$ cat config.mk
export PLATFORM = sky130hd
export DESIGN_NAME = fetch_stage
export DESIGN_NICKNAME = d
export VERILOG_FILES = /design/src/rtl/riscv_pkg.sv /design/src/rtl/fetch_perf_ctr.sv /design/src/rtl/fetch_stage.sv
export SDC_FILE = /design/constraint.sdc
export NUM_CORES = 1
export LEC_CHECK = 0
export CAP_MARGIN = 25
export CORE_ASPECT_RATIO = 1.5
export CORE_MARGIN = 3
export CORE_UTILIZATION = 25
export DETAILED_ROUTE_END_ITERATION = 12
export PLACE_DENSITY = 0.52
export SYNTH_ARGS = -nofsm -noshare
export SYNTH_HDL_FRONTEND = slang
export SYNTH_SLANG_ARGS = --single-unit
export TNS_END_PERCENT = 20
$ cat constraint.sdc
create_clock -name clk -period 1.6 [get_ports clk]
set_input_delay 0.48 -clock clk [delete_from_list [all_inputs] [get_ports clk]]
set_output_delay 0.48 -clock clk [all_outputs]
set_load 0.02 [all_outputs]
$ cat src/rtl/riscv_pkg.sv
// Shared RV32 core constants: data width, instruction length, NOP encoding
// and the default reset PC.
package riscv_pkg;
    localparam int          XLEN         = 32;
    localparam int          ILEN         = 4;
    localparam logic [31:0] NOP_INSTR_DEF = 32'h0000_0013;
    localparam logic [31:0] RESET_PC_DEF  = 32'h0000_0000;
endpackage

$ cat src/rtl/fetch_perf_ctr.sv
// Fetch performance counters: instructions handed to decode and stall cycles.
// Both counters are free-running and wrap at 2^32.
module fetch_perf_ctr
    import riscv_pkg::*;
(
    input  logic            clk,
    input  logic            rst,
    input  logic            if_valid,
    input  logic            id_ready,
    input  logic            redirect_valid,
    output logic [XLEN-1:0] fetch_cnt,
    output logic [XLEN-1:0] stall_cnt
);

    logic fetch_hit;
    logic stall_hit;

    // A redirect squashes the word decode sees this cycle, so it is not counted.
    assign fetch_hit = if_valid && id_ready && !redirect_valid;
    assign stall_hit = if_valid && !id_ready;

    always_ff @(posedge clk or negedge rst) begin
        if (!rst) begin
            fetch_cnt <= '0;
            stall_cnt <= '0;
        end else begin
            if (fetch_hit) fetch_cnt <= fetch_cnt + 1'b1;
            if (stall_hit) stall_cnt <= stall_cnt + 1'b1;
        end
    end

endmodule

$ cat src/rtl/fetch_stage.sv
// RV32 instruction-fetch stage: PC register, next-PC mux and IF/ID register.
// Optional performance counters are built only when FETCH_PERF_EN is defined.
module fetch_stage
    import riscv_pkg::*;
#(
    parameter logic [31:0] RESET_PC  = RESET_PC_DEF,
    parameter int unsigned MEM_DEPTH = 1024,
    parameter logic [31:0] NOP_INSTR = NOP_INSTR_DEF
) (
    input  logic            clk,
    input  logic            rst,
    output logic [XLEN-1:0] imem_addr,
    input  logic [XLEN-1:0] imem_rd,
    input  logic            redirect_valid,
    input  logic [XLEN-1:0] redirect_pc,
    input  logic            id_ready,
    output logic            if_valid,
    output logic [XLEN-1:0] if_instr,
    output logic [XLEN-1:0] if_pc,
    output logic            if_fault,
    output logic [XLEN-1:0] perf_fetch_cnt,
    output logic [XLEN-1:0] perf_stall_cnt
);

    logic [XLEN-1:0] pc_q;
    logic [XLEN-1:0] redirect_target;
    logic            accept;
    logic            in_range;

    assign imem_addr       = pc_q;
    assign redirect_target = redirect_pc & ~32'(ILEN - 1);
    assign accept          = !if_valid || id_ready;
    assign in_range        = {2'b00, pc_q[XLEN-1:2]} < MEM_DEPTH;

    // Redirect beats capture; a faulting fetch still advances the PC.
    always_ff @(posedge clk or negedge rst) begin
        if (!rst) begin
            pc_q     <= RESET_PC;
            if_valid <= 1'b0;
            if_instr <= NOP_INSTR;
            if_pc    <= '0;
            if_fault <= 1'b0;
        end else if (redirect_valid) begin
            pc_q     <= redirect_target;
            if_valid <= 1'b0;
        end else if (accept) begin
            if_instr <= in_range ? imem_rd : NOP_INSTR;
            if_pc    <= pc_q;
            if_fault <= !in_range;
            if_valid <= 1'b1;
            pc_q     <= pc_q + 32'(ILEN);
        end
    end

`ifdef FETCH_PERF_EN
    fetch_perf_ctr u_perf (
        .clk            (clk),
        .rst            (rst),
        .if_valid       (if_valid),
        .id_ready       (id_ready),
        .redirect_valid (redirect_valid),
        .fetch_cnt      (perf_fetch_cnt),
        .stall_cnt      (perf_stall_cnt)
    );
`else
    assign perf_fetch_cnt = '0;
    assign perf_stall_cnt = '0;
`endif

endmodule

==> impl_metrics.env <==
export IMPL_first_pass_iters=6
export IMPL_arrival_ps=1940
export IMPL_critPathLaunch="imem_addr[14]$_DFFE_PN0N_"
export IMPL_drt_wl_total_um=14300
export IMPL_p_leak_nw=3.44
export IMPL_antenna_found_initial=0
export IMPL_final_area_sq_um=7040
export IMPL_ys_top_cells_by_area="dfrtp_1 49%, buf_4 11%, nand2_1 10%"
export IMPL_num_nets_final=767
export IMPL_violations="setup timing"
export IMPL_die_x_um=117
export IMPL_ys_seq_area_share_pct=50.6
export IMPL_io_buffers=159
export IMPL_grt_usage_pct=14.0
export IMPL_grt_max_degree=47
export IMPL_fp_dieArea_sq_um=20300
export IMPL_min_period_ps=1720
export IMPL_grt_setup_unrepaired="yes"
export IMPL_clock_sinks=94
export IMPL_crit_type="flop to flop"
export IMPL_vias=4031
export IMPL_report_final_slew_viol_count=0
export IMPL_gp_congestion=0.819
export IMPL_synthTopCellsByCount="126 x nand2_1, 91 x dfrtp_1, 68 x buf_4, 29 x a22o_1, 26 x o21ai_0"
export IMPL_synth_avg_cell_area_sq_um=9.62
export IMPL_skew_ps=9.40
export IMPL_r2r_start="imem_addr[14]$_DFFE_PN0N_"
export IMPL_crit_buf_inv=0
export IMPL_initial_core_util_pct=25.7
export IMPL_clock_path_buffers=2
export IMPL_required_ps=1820
export IMPL_hpwl_um=11100
export IMPL_netlist_area_sq_um=4660
export IMPL_cp_cell_sequence="nand4_1, or3_4, nor4_4, a21boi_1, o31a_1"
export IMPL_path_clk_slew_ps=70
export IMPL_crit_end="imem_addr[25]$_DFFE_PN0N_"
export IMPL_p_per_area_nw_per_um2=926
export IMPL_hold_viol_final=0
export IMPL_fp_coreArea_sq_um=18100
export IMPL_finalWorstSetupSlack_ps=-116
export IMPL_max_vdd_ir_drop_v=0.000418
export IMPL_fin_crit_sh_pct=107
export IMPL_detail_route_antenna_nets=0
export IMPL_synth_edf_count=0
export IMPL_die_h_um=173
export IMPL_synth_seq_cells=94
export IMPL_synth_top_cell_area_share_pct=48.9
export IMPL_final_util_pct=38.9
export IMPL_rows=60
export IMPL_hold_buffers=0
export IMPL_cts_root_buffer="clkbuf_16"
export IMPL_drive_gt1_share_pct=23.0
export IMPL_synth_most_common_cell="nand2_1"
export IMPL_grt_first_pass_wirelength_um=22800
export IMPL_cpLargestDelayFamily="simple AND/OR/NAND/NOR gates"
export IMPL_drt_first_iter_violations=215
export IMPL_antennaDiodeCount=0
export IMPL_cp_depth=5
export IMPL_status="complete, but fails checks"
export IMPL_crit_path_max_incr_delay_ps=420
export IMPL_overflow=0
export IMPL_cap_violations=0
export IMPL_drc=0
export IMPL_clock_latency_ps=350
export IMPL_report_final_setup_viol=31
export IMPL_numCtsBuffers=9
export IMPL_htree_levels=3
export IMPL_grt_pass1_vias=4164
export IMPL_cp_slowest_cell="dfrtp_2"
export IMPL_ys_types=42
export IMPL_reg2reg_setup_slack_ps=-120
export IMPL_synth_main_ff_cell="dfrtp_1"
export IMPL_worstPathMaxFanout=6
export IMPL_vias_per_cell=4.24
export IMPL_hp_class="primary input to asynchronous set/reset pin"
export IMPL_yosysWarnings=0
export IMPL_synthArstFlopShare_pct=100
export IMPL_rr_worst_depth=5
export IMPL_crit_path_end_kind="flop"
export IMPL_synth_top_cell_by_area="dfrtp_1"
export IMPL_area_delta_synth_final_pct=51.3
export IMPL_placed_cell_area_sq_um=6780
export IMPL_syn_inst=484
export IMPL_max_freq_mhz=583
export IMPL_r2r_end="imem_addr[25]$_DFFE_PN0N_"
export IMPL_tritoncts="done"
export IMPL_ios=230
export IMPL_tns_ps=-755
export IMPL_wl_per_cell_um=15.0
export IMPL_startpoint_type="flop"
## what timing repair did
| action | CTS | global route |
|---|---|---|
| endpoints found under the hold margin | 0 | 0 |
| buffers inserted | 0 | 3 |
| gates resized for setup | 163 | 18 |
| gates cloned | 0 | 0 |
| pin swaps | 3 | 5 |
| endpoints found under the setup margin | 143 | 60 |
## sequential cells by signal, summed over array words and instances (netlist names)
signal and count:
if_instr 32, if_fault 1, if_pc 30, if_valid 1, imem_addr 30
## worst min path at each step
stage                     from                        to  slack (ps)  cells past startpoint
after global routing       rst  if_instr[26]$_DFFE_PN0P_          70                      1
final                      rst  if_instr[26]$_DFFE_PN0P_          50                      1
after global placement     rst  if_instr[26]$_DFFE_PN0P_         430                      1
after floorplan            rst      if_fault$_DFFE_PN0P_         180                      0
after CTS                  rst  if_instr[26]$_DFFE_PN0P_          60                      1
after detailed placement   rst  if_instr[26]$_DFFE_PN0P_         430                      1
## cell usage in the layout, fill, tap and decap left out, drive strengths merged, types with 10 or more instances in the layout
cell / count
nand4: 10
nand3: 12
clkdlybuf4s15: 11
o21ai: 28
xor2: 12
xnor2: 14
clkdlybuf4s50: 62
nand2: 126
a22o: 29
clkbuf: 16
dlygate4sd2: 66
nor4: 11
nor2: 13
conb: 68
buf: 84
dfrtp: 91
## area by class of cell
cell class / count / area [sq um]
fill: 1843 / 11000
sequential: 94 / 2380
timing repair buffer: 228 / 2020
multi-input combinational: 359 / 2000
tap: 248 / 310
clock buffer: 11 / 233
clock inverter: 5 / 83.8
inverter: 6 / 22.5
## power breakdown
group	switching [W]	internal [W]
logic	0.000865	0.000631
registers	0.000150	0.00257
clock network	0.000930	0.00138
total	0.00195	0.00457
## through the flow
stage / instances / power (W) / hold WS (ps) / worst slack [ps]
2_1_floorplan: 551 / 0.00358 / 184 / -76.4
3_3_place_gp: 932 / 0.00437 / 430 / -455
3_5_place_dp: 932 / 0.00439 / 434 / -518
4_1_cts: 948 / 0.00662 / 55.2 / -138
5_1_grt: 951 / 0.00684 / 69.2 / -216
6_report: 951 / 0.00652 / 54.1 / -116
## worst register-to-register path: stages, from the launching register on
cell	delay (ps)
dfrtp_2	420
nand4_1	150
or3_4	410
nor4_4	210
a21boi_1	120
o31a_1	290
## cell families after synthesis
kind of cell / Yosys count / share of synthesized area [%]
AOI/OAI and AO/OA: 65 / 9.65
and+or+nand+nor: 197 / 20.2
xor gates and xnor gates: 26 / 4.89
DFF: 94 / 50.6
other: 1 / 0.0805
muxes: 2 / 0.457
adders and majority gates: 1 / 0.269
buffers and inverters: 98 / 13.9
## per-layer routing
layer  vias up  wire [um]  share of wire [%]  track usage [%]
met4         0        346                2.4             6.07
met2       174       7310                 51             24.9
met1      1929       5720                 40             16.4
li1       1908          -                  -                -
met5         -          0                  0                0
met3        20        904                6.3             2.75
Power figures use the tool's default switching activity.
